--- config.mk ---
export PLATFORM = sky130hd
export DESIGN_NAME = dcache_snoop_ctrl
export DESIGN_NICKNAME = d
export VERILOG_FILES = /design/src/rtl/dcache_snoop_ctrl_pkg.sv /design/src/rtl/dcache_snoop_ctrl_fifo.sv /design/src/rtl/dcache_snoop_ctrl.sv
export SDC_FILE = /design/constraint.sdc
export NUM_CORES = 1
export LEC_CHECK = 0
export ABC_CLOCK_PERIOD_IN_PS = 3100
export CAP_MARGIN = 20
export CORE_ASPECT_RATIO = 1.5
export CORE_MARGIN = 2
export CORE_UTILIZATION = 47
export CTS_CLUSTER_DIAMETER = 50
export DETAILED_ROUTE_END_ITERATION = 12
export GPL_ROUTABILITY_DRIVEN = 0
export PLACE_DENSITY = 0.88
export RECOVER_POWER = 25
export SLEW_MARGIN = 20
export SYNTH_ARGS = -nofsm -noshare
export SYNTH_HDL_FRONTEND = slang
export SYNTH_SLANG_ARGS = --single-unit
--- constraint.sdc ---
create_clock -name clk -period 3.1 [get_ports clk]
set_clock_uncertainty 0.05 [all_clocks]
set_input_delay 0.62 -clock clk [delete_from_list [all_inputs] [get_ports clk]]
set_output_delay 0.62 -clock clk [all_outputs]
set_load 0.02 [all_outputs]
--- src/rtl/dcache_snoop_ctrl_pkg.sv ---
// Shared configuration and types for the D-cache snoop controller.
package taiga_config;
    localparam int DCACHE_LINES     = 512;
    localparam int DCACHE_OFFSET_W  = 4;
    localparam int SNOOP_MAX_WAIT   = 4;
    localparam int SNOOP_FIFO_DEPTH = 2;
    localparam int DCACHE_IDX_W     = $clog2(DCACHE_LINES);
    localparam int DCACHE_TAG_W     = 32 - DCACHE_IDX_W - DCACHE_OFFSET_W;
endpackage

package taiga_types;
    import taiga_config::*;

    // One tag-store entry: valid bit above the stored tag.
    typedef struct packed {
        logic                    valid;
        logic [DCACHE_TAG_W-1:0] tag;
    } dtag_entry_t;

    // A queued snoop request from the peer core.
    typedef struct packed {
        logic [31:0] addr;
        logic        inv;
    } snoop_req_t;

    typedef enum logic [1:0] {
        S_IDLE,
        S_LOOKUP,
        S_COMPARE,
        S_INV_WAIT
    } snoop_state_t;
endpackage

--- src/rtl/dcache_snoop_ctrl_fifo.sv ---
// Small in-order snoop request queue: valid/ready push, pop/empty drain.
module snoop_req_fifo
    import taiga_types::*;
#(
    parameter int DEPTH = 2
) (
    input  logic       clk,
    input  logic       rst_n,
    input  logic       push_valid,
    output logic       push_ready,
    input  snoop_req_t push_data,
    input  logic       pop,
    output snoop_req_t pop_data,
    output logic       empty
);
    localparam int PTR_W = $clog2(DEPTH);
    localparam int CNT_W = PTR_W + 1;
    localparam logic [CNT_W-1:0] FULL_COUNT = CNT_W'(DEPTH);

    snoop_req_t       r_mem [DEPTH];
    logic [PTR_W-1:0] r_wr_ptr;
    logic [PTR_W-1:0] r_rd_ptr;
    logic [CNT_W-1:0] r_count;
    logic             w_push;
    logic             w_pop;

    // A full queue refuses new requests; there is no pass-through path.
    assign push_ready = (r_count != FULL_COUNT);
    assign empty      = (r_count == '0);
    assign w_push     = push_valid && push_ready;
    assign w_pop      = pop && !empty;
    assign pop_data   = r_mem[r_rd_ptr];

    // Entry storage; contents are don't-care until written.
    always_ff @(posedge clk) begin
        if (w_push) begin
            r_mem[r_wr_ptr] <= push_data;
        end
    end

    // Pointers wrap naturally because the depth is a power of two.
    always_ff @(posedge clk or negedge rst_n) begin
        if (!rst_n) begin
            r_wr_ptr <= '0;
            r_rd_ptr <= '0;
            r_count  <= '0;
        end else begin
            if (w_push) r_wr_ptr <= r_wr_ptr + PTR_W'(1);
            if (w_pop)  r_rd_ptr <= r_rd_ptr + PTR_W'(1);
            case ({w_push, w_pop})
                2'b10:   r_count <= r_count + CNT_W'(1);
                2'b01:   r_count <= r_count - CNT_W'(1);
                default: r_count <= r_count;
            endcase
        end
    end
endmodule

--- src/rtl/dcache_snoop_ctrl.sv ---
// Snoop sequencer: queues peer-core snoops, looks each up on the dedicated
// tag read port and, on a hit-invalidate, borrows the shared write port A
// from the local D-cache (forcing it after a bounded wait).
module dcache_snoop_ctrl
    import taiga_config::*;
    import taiga_types::*;
#(
    parameter  int LINES      = DCACHE_LINES,
    parameter  int OFFSET_W   = DCACHE_OFFSET_W,
    parameter  int FIFO_DEPTH = SNOOP_FIFO_DEPTH,
    parameter  int MAX_WAIT   = SNOOP_MAX_WAIT,
    localparam int IDX_W      = $clog2(LINES),
    localparam int TAG_W      = 32 - IDX_W - OFFSET_W,
    localparam int ENTRY_W    = TAG_W + 1
) (
    input  logic               clk,
    input  logic               rst_n,
    input  logic               snoop_valid,
    output logic               snoop_ready,
    input  logic [31:0]        snoop_addr,
    input  logic               snoop_inv,
    output logic               resp_valid,
    output logic               resp_hit,
    input  logic               loc_en_a,
    input  logic               loc_wen_a,
    input  logic [IDX_W-1:0]   loc_addr_a,
    input  logic [ENTRY_W-1:0] loc_data_a,
    output logic               loc_stall,
    output logic               tag_en_a,
    output logic               tag_wen_a,
    output logic [IDX_W-1:0]   tag_addr_a1,
    output logic [ENTRY_W-1:0] tag_data_in_a,
    output logic [IDX_W-1:0]   tag_addr_a2,
    input  logic [ENTRY_W-1:0] tag_data_out_a2
);
    localparam int CNT_W = $clog2(MAX_WAIT + 1);
    localparam logic [CNT_W-1:0] WAIT_LIMIT = CNT_W'(MAX_WAIT);

    snoop_state_t     r_state, w_state_next;
    logic [IDX_W-1:0] r_idx, w_idx_next;
    logic [TAG_W-1:0] r_tag, w_tag_next;
    logic             r_inv, w_inv_next;
    logic [CNT_W-1:0] r_wait, w_wait_next;
    logic             r_resp_valid, w_resp_valid_next;
    logic             r_resp_hit, w_resp_hit_next;

    snoop_req_t       w_push_req;
    snoop_req_t       w_head;
    logic             w_pop;
    logic             w_fifo_empty;
    logic             w_loc_wr;
    logic             w_same_idx;
    logic             w_hit;
    logic             w_own;
    logic             w_unused_offset;

    assign w_push_req = '{addr: snoop_addr, inv: snoop_inv};

    snoop_req_fifo #(
        .DEPTH (FIFO_DEPTH)
    ) u_req_fifo (
        .clk        (clk),
        .rst_n      (rst_n),
        .push_valid (snoop_valid),
        .push_ready (snoop_ready),
        .push_data  (w_push_req),
        .pop        (w_pop),
        .pop_data   (w_head),
        .empty      (w_fifo_empty)
    );

    // Byte-offset bits never reach the tag store.
    assign w_unused_offset = ^w_head.addr[OFFSET_W-1:0];

    assign tag_addr_a2 = r_idx;
    assign resp_valid  = r_resp_valid;
    assign resp_hit    = r_resp_hit;

    assign w_loc_wr   = loc_en_a && loc_wen_a;
    assign w_same_idx = w_loc_wr && (loc_addr_a == r_idx);
    assign w_hit      = tag_data_out_a2[ENTRY_W-1] && (tag_data_out_a2[TAG_W-1:0] == r_tag);
    // Port A is free when local is idle; after MAX_WAIT blocked cycles it is taken.
    assign w_own      = !loc_en_a || (r_wait == WAIT_LIMIT);

    // Next-state, working-register updates and port-A arbitration.
    always_comb begin
        w_state_next      = r_state;
        w_idx_next        = r_idx;
        w_tag_next        = r_tag;
        w_inv_next        = r_inv;
        w_wait_next       = r_wait;
        w_resp_valid_next = 1'b0;
        w_resp_hit_next   = 1'b0;
        w_pop             = 1'b0;
        tag_en_a          = loc_en_a;
        tag_wen_a         = loc_wen_a;
        tag_addr_a1       = loc_addr_a;
        tag_data_in_a     = loc_data_a;
        loc_stall         = 1'b0;

        case (r_state)
            S_IDLE: begin
                if (!w_fifo_empty) begin
                    w_pop        = 1'b1;
                    w_idx_next   = w_head.addr[OFFSET_W+IDX_W-1:OFFSET_W];
                    w_tag_next   = w_head.addr[31:OFFSET_W+IDX_W];
                    w_inv_next   = w_head.inv;
                    w_state_next = S_LOOKUP;
                end
            end
            S_LOOKUP: begin
                // A local write steals the snoop bank's port and voids this read.
                if (!w_loc_wr) begin
                    w_state_next = S_COMPARE;
                end
            end
            S_COMPARE: begin
                if (w_same_idx) begin
                    w_state_next = S_LOOKUP;
                end else if (w_hit && r_inv) begin
                    w_state_next = S_INV_WAIT;
                end else begin
                    w_resp_valid_next = 1'b1;
                    w_resp_hit_next   = w_hit;
                    w_state_next      = S_IDLE;
                end
            end
            S_INV_WAIT: begin
                if (w_own) begin
                    tag_en_a          = 1'b1;
                    tag_wen_a         = 1'b1;
                    tag_addr_a1       = r_idx;
                    tag_data_in_a     = {1'b0, r_tag};
                    loc_stall         = loc_en_a;
                    w_resp_valid_next = 1'b1;
                    w_resp_hit_next   = 1'b1;
                    w_wait_next       = '0;
                    w_state_next      = S_IDLE;
                end else if (w_same_idx) begin
                    // The line may have been refilled, so look it up again.
                    w_wait_next  = '0;
                    w_state_next = S_LOOKUP;
                end else if (r_wait != WAIT_LIMIT) begin
                    w_wait_next = r_wait + CNT_W'(1);
                end
            end
            default: w_state_next = S_IDLE;
        endcase
    end

    // State, working request, wait counter and registered response.
    always_ff @(posedge clk or negedge rst_n) begin
        if (!rst_n) begin
            r_state      <= S_IDLE;
            r_idx        <= '0;
            r_tag        <= '0;
            r_inv        <= 1'b0;
            r_wait       <= '0;
            r_resp_valid <= 1'b0;
            r_resp_hit   <= 1'b0;
        end else begin
            r_state      <= w_state_next;
            r_idx        <= w_idx_next;
            r_tag        <= w_tag_next;
            r_inv        <= w_inv_next;
            r_wait       <= w_wait_next;
            r_resp_valid <= w_resp_valid_next;
            r_resp_hit   <= w_resp_hit_next;
        end
    end
endmodule

==> results of run 1 <==
==> Yosys cell counts, drive strengths merged (2+ instances only) <==
master and number:
nand3 3, edfxtp 58, inv 4, nor2b 2
xnor2 28, clkbuf 10, xor2 5, nor2 36
nand2b 4, buf 4, a21oi 30, ha 3
mux2 28, nand2 9, nor3 3, dfrtp 40
o21ai 3, mux2i 29, or2 2, nand4 7
==> critical path, delay by kind of cell <==
kind | cells | cell delay (ns)
buf+inv | 3 | 1.28
compound gates | 1 | 0.23
simple gates | 2 | 0.19
==> cells in the final DEF, fill, tap and decap left out, types with 3 or more instances in the layout <==
| master | netlist | routed |
|---|---|---|
| clkdlybuf4s50_1 | 0 | 67 |
| edfxtp_1 | 58 | 58 |
| nor2_1 | 36 | 34 |
| xnor2_1 | 28 | 28 |
| xor2_1 | 5 | 5 |
| nand2_1 | 9 | 9 |
| nand2b_1 | 4 | 4 |
| dlygate4sd3_1 | 0 | 29 |
| buf_4 | 0 | 8 |
| ha_1 | 3 | 3 |
| dfrtp_1 | 40 | 39 |
| mux2i_1 | 29 | 29 |
| inv_6 | 0 | 4 |
| inv_1 | 4 | 4 |
| mux2_2 | 28 | 28 |
| a21oi_1 | 30 | 30 |
| clkbuf_16 | 0 | 9 |
| nand4_1 | 6 | 6 |
| nand3_1 | 3 | 3 |
| dlygate4sd2_1 | 0 | 28 |
==> final cells by class <==
class                   count  share of cell area [%]
flip-flops and latches     98                    45.5
well taps                 110                    2.28
multi-input cells         202                    25.4
clock buffers               9                    3.73
repair buffers            135                    21.6
diodes                      1                  0.0415
inverters                   4                   0.249
clock inverters             7                    1.18
==> metal layers <==
| layer | up-vias | wire [um] | GRT usage, % |
|---|---|---|---|
| li1 | 1417 | - | - |
| met1 | 1479 | 3710 | 23.2 |
| met2 | 122 | 5610 | 38.0 |
| met3 | 18 | 542 | 4.44 |
| met4 | 0 | 285 | 9.69 |
| met5 | - | 0 | 0 |
==> worst paths after layout <==
check                                             startpoint                                end  slack, ns  cells after the start
setup reg to reg                  tag_addr_a2[3]$_DFFE_PN0P_               resp_valid$_DFF_PN0_       1.17                      5
setup / recovery                                    loc_en_a                  tag_data_in_a[19]       0.11                      6
hold reg to reg            u_req_fifo.r_count[1]$_DFFE_PN0P_  u_req_fifo.r_count[1]$_DFFE_PN0P_       0.45                      1
min in group asynchronous                              rst_n    u_req_fifo.r_wr_ptr$_DFFE_PN0P_       0.90                      1
hold / removal             u_req_fifo.r_count[1]$_DFFE_PN0P_  u_req_fifo.r_count[1]$_DFFE_PN0P_       0.45                      1
max in group asynchronous                              rst_n    u_req_fifo.r_rd_ptr$_DFFE_PN0P_       0.60                      1
==> registers in the layout, indices dropped and copies added (netlist names) <==
name,flops
r_state,2
r_inv,1
r_tag,19
resp_hit,1
u_req_fifo.r_rd_ptr,1
u_req_fifo.r_mem,58
tag_addr_a2,9
r_wait,3
u_req_fifo.r_count,2
resp_valid,1
u_req_fifo.r_wr_ptr,1
==> cells by family after synthesis <==
logic type | Yosys count
compound gates | 40
xor+xnor | 33
fa+ha+maj | 3
buf+inv | 18
flops | 98
mux | 57
simple gates | 69
==> metrics by stage <==
stage          cell area (um2)  util (%)
3_5_place_dp              5770      64.9
4_1_cts                   6030      67.9
2_1_floorplan             4330         -
6_report                  6030      67.9
5_1_grt                   6030      67.9
3_3_place_gp              5770      64.9
==> power breakdown <==
group	internal, mW	switching, mW	leakage, nW
combinational	1.02	1.12	1.17
sequential	1.86	0.450	0.993
clock	0.569	0.515	0.146
==> repair_timing <==
action | 4_1_cts | 5_1_grt
gates resized for setup | 28 | 1
endpoints found under the setup margin | 28 | 1
gates cloned | 0 | 0
hold buffers | 0 | 0
==> flow_summary.ini, run 1 <==
[sta]
period_share_pct = 96.6
setup-violations-final = 0
fmax_mhz = 334
final_hold_viol_count = 0
holdWs_ns = 0.449
drv_slew = 41
fin_crit_ns = 2.99
finalWorstSetupSlack_ns = 0.107
fin_tns_setup_ns = 0
max_slew_margin_pct = -53.7
worst_slew_pin_slew_ns = 2.31
rsz0062_at_grt = no

[place]
place_ws_ns = -0.0720
dp_hpwl_mm = 7.18
dp_cells = 549
port_buffers = 126

[synthesis]
ys.flop_type = edfxtp_1
synthAdderAreaFrac_pct = 0.867
synth_edf_count = 58
yosysWarnings = 0
synth_cell_type_count = 33
syn_nets = 408
yosys_register_bits = 98
synth_top_family_by_area = multiplexers
yosysTopAreaCell = edfxtp_1
synth_xor_area_share_pct = 6.67
syn_area_per_cell_um2 = 13.6
netlist_instances = 318
netlist.area_leader.share_pct = 40.2
yosys-top-cells-area = edfxtp_1 40%, dfrtp_1 23%, mux2_2 7.3%, mux2i_1 6.7%, xnor2_1 5.7%
synthMuxAreaShare_pct = 14.0
seq_area_frac_synth_pct = 63.3
synth_compound_area_share_pct = 5.69
synthArstFlopShare_pct = 40.8
synthSimpleGateAreaFrac_pct = 7.77
syn-cell-area_um2 = 4330

[cells_and_area]
multi_input_area_um2 = 1540
register_area_um2 = 2740
nFillCells = 633
syn_to_final_growth_pct = 39.3
fin_cells = 566
finalNetCount = 540
drive_above_1_share_pct = 14.3

[critical_path]
cp.required_ns = 2.43
critPathMaxStageDelay_ns = 0.62
start_kind = primary input
cpMaxStageDelayCell = clkdlybuf4s50_1
crit_path_cell_trace = clkdlybuf4s50_1 > a21boi_2 > nor2_4 > buf_4 > nor2b_1 > clkdlybuf4s50_1
worstSetupPathType = primary input to output port
path_common_cell = clkdlybuf4s50_1
cp.arrival_ns = 2.32
cp-end-kind = output port
crit_fanout = 5

[drt]
drt_first_pass_iters = 4
viasPerCell = 5.36
ant_nets = 0
wirelength_mm = 10.2
wl_per_cell_um = 17.9
drc = 0
num_vias = 3036
first_iter_violations = 150

[clocking]
clockRootBuffer = clkbuf_16
insertion_delay_ns = 0.35
clkTransAtPathRegs_ns = 0.07
cts_made_buffers = 9
cts_setup_buffers = 0
htreeDepth = 3
clockBufferDepth = 2
clkSinkCount = 98
cts_tree = built

[pwr]
ir_worst_vdd_mv = 0.517
finalPower_mw = 5.53
cellPowerDensity_nw_per_um2 = 917
leakage_nw = 2.31

[outcome]
outcome = finished, violations left
violations = max-capacitance violations, max-slew violations

[global_route]
grt_pass1_wl_mm = 15.3
track_usage_pct = 21.2
grt_pass1_vias = 3109
antenna_found_initial = 1
grt_overflow = 0
grt_max_degree = 41

[hold_path]
hold_class = flop to flop

[run]
drv_cap = 1

[floorplan]
die-area_um2 = 10000
row_count = 42
num_io_pins = 131
die_h_um = 122
core_area_um2 = 8880
fp.dieW_um = 82.4
start_util_pct = 48.8
Note: power is estimated with default switching activity, not from simulation.
==> run 2, diff against run 1 <==
SETUP_SLACK_MARGIN = 0.15   (was not set)
==> run 2 against run 1 <==
The flow still finishes with violations (max-capacitance violations, max-slew violations). Via count decreased by 0.46%. Power grew 0.34%. Register-to-register slack about the same. Utilization hardly changed. Combinational power barely moved. Clock power about the same. Final area hardly changed. Cell count is the same. Sequential share of layout area about the same. Count of clock-buffer cells in the layout unchanged. Sequential power is essentially flat. Die area unchanged.
==> flow_summary.ini, run 2 (synthesis gave the netlist of run 1 again) <==
[outcome]
outcome = finished, violations left
violations = max-capacitance violations, max-slew violations

[clocking]
clkSinkCount = 98
cts_tree = built
htreeDepth = 3
clkTransAtPathRegs_ns = 0.07
clockBufferDepth = 2
clockRootBuffer = clkbuf_16
cts_made_buffers = 9
cts_setup_buffers = 0
insertion_delay_ns = 0.35
hold_buffers = 0

[pwr]
cellPowerDensity_nw_per_um2 = 919
ir_worst_vdd_mv = 0.512
leakage_nw = 2.31

[sta]
finalWorstSetupSlack_ns = 0.185
period_share_pct = 94.0
worst_slew_pin_slew_ns = 2.29
holdWs_ns = 0.449
final_hold_viol_count = 0
fmax_mhz = 343
drv_slew = 41
fin_crit_ns = 2.91
max_slew_margin_pct = -52.8
rsz0062_at_grt = yes
setup-violations-final = 0

[floorplan]
num_io_pins = 131
die_h_um = 122
die-area_um2 = 10000
row_count = 42
core_area_um2 = 8880
start_util_pct = 48.8
fp.dieW_um = 82.4

[cells_and_area]
syn_to_final_growth_pct = 39.4
largest_reg_flops = 58
nFillCells = 639
final_common_cell = clkdlybuf4s50_1
finalNetCount = 540
layout_common_cells = 66 x clkdlybuf4s50_1, 58 x edfxtp_1, 39 x dfrtp_1
drive_above_1_share_pct = 14.5
stdcell_area_um2 = 6040
regMostFlops = u_req_fifo.r_mem

[critical_path]
cp-end-kind = output port
cp.arrival_ns = 2.24
cpMaxStageDelayCell = clkdlybuf4s50_1
worst-path-stages = 6
crit_fanout = 16
critPathTopFamily = buffers and inverters
start_kind = primary input
path_buf_inv = 3
cp.required_ns = 2.43
reg2regPathDepth = 5
worstSetupPathType = primary input to output port
critPathMaxStageDelay_ns = 0.43
crit_path_cell_trace = clkdlybuf4s50_1 > a21boi_2 > nor2_4 > buf_12 > mux2_2 > dlygate4sd2_1

[global_route]
grt_pass1_wl_mm = 15.3
track_usage_pct = 21.2
grt_pass1_vias = 3109
grt_overflow = 0
grt_max_degree = 41
antenna_found_initial = 1

[place]
placed_area_um2 = 5770
port_buffers = 126
dp_hpwl_mm = 7.18
place_ws_ns = -0.0720

[drt]
drt_first_pass_iters = 5
viasPerCell = 5.34
first_iter_violations = 177
wirelength_mm = 10.1
drc = 0
wl_per_cell_um = 17.9
ant_nets = 0
num_vias = 3022

[hold_path]
hold_class = flop to flop
holdPathStages = 1

[run]
drv_cap = 1
==> run 2: cell count changes in the layout (fill, tap and decap cells not counted), sizes merged <==
| cell | before | now |
|---|---|---|
| clkdlybuf4s50 | 67 | 66 |
| dlymetal6s2s | 1 | 0 |
| clkdlybuf4s15 | 0 | 2 |
==> run 2: layout make-up <==
type / instances / area, um2 / share of cell area [%]
antenna: 1 / 2.50 / 0.0415
clock inverter: 7 / 71.3 / 1.18
sequential: 98 / 2740 / 45.5
inverter: 4 / 15.0 / 0.249
multi-input combinational: 202 / 1540 / 25.5
tap: 110 / 138 / 2.28
clock buffer: 9 / 225 / 3.73
timing repair buffer: 135 / 1300 / 21.6
==> run 2: routing by layer <==
| layer | vias to the layer above | share of wire [%] | track usage (%) |
|---|---|---|---|
| li1 | 1412 | - | - |
| met1 | 1471 | 37 | 23.2 |
| met2 | 124 | 55 | 38.0 |
| met3 | 15 | 5.3 | 4.44 |
| met4 | 0 | 2.3 | 9.69 |
| met5 | - | 0 | 0 |
==> run 2: worst register-to-register path, stage by stage (launching register included) <==
cell and delay (ns):
dfrtp_1 0.42, xor2_1 0.17, or4_4 0.55, o31ai_4 0.28, a31oi_1 0.12, or2_1 0.24
==> run 2: final timing paths <==
check / slack (ns) / from / end
max: 0.19 / loc_en_a / tag_data_in_a[4]
min: 0.45 / u_req_fifo.r_count[1]$_DFFE_PN0P_ / u_req_fifo.r_count[1]$_DFFE_PN0P_
max reg2reg: 1.17 / tag_addr_a2[3]$_DFFE_PN0P_ / resp_valid$_DFF_PN0_
min reg2reg: 0.45 / u_req_fifo.r_count[1]$_DFFE_PN0P_ / u_req_fifo.r_count[1]$_DFFE_PN0P_
max in group asynchronous: 0.62 / rst_n / u_req_fifo.r_rd_ptr$_DFFE_PN0P_
min in group asynchronous: 0.90 / rst_n / r_tag[11]$_DFFE_PN0P_
==> run 2: what timing repair did <==
action                                  in CTS  in global routing
endpoints found under the setup margin      30                 27
pin swaps                                    0                  1
resized for setup                           30                  4
==> run 2: power breakdown <==
group / internal (mW) / switching (mW)
registers: 1.86 / 0.455
logic: 1.02 / 1.12
clock network: 0.569 / 0.519
total: 3.45 / 2.10
==> run 2: stage by stage <==
stage / TNS, ns / util (%) / power (mW) / std cells
after floorplan: 0 / - / 3.64 / 318
after detailed placement: -1.03 / 64.9 / 4.55 / 549
final: 0 / 68.0 / 5.55 / 566
after global routing: 0 / 68.0 / 5.87 / 566
after CTS: 0 / 67.9 / 5.58 / 565
after global placement: -0.345 / 64.9 / 4.41 / 549
==> run 3, diff against run 2 <==
SKIP_LAST_GASP = 1   (was not set)
==> results of run 3 <==
Final layout, timing and power as in run 2 (identical DEF).
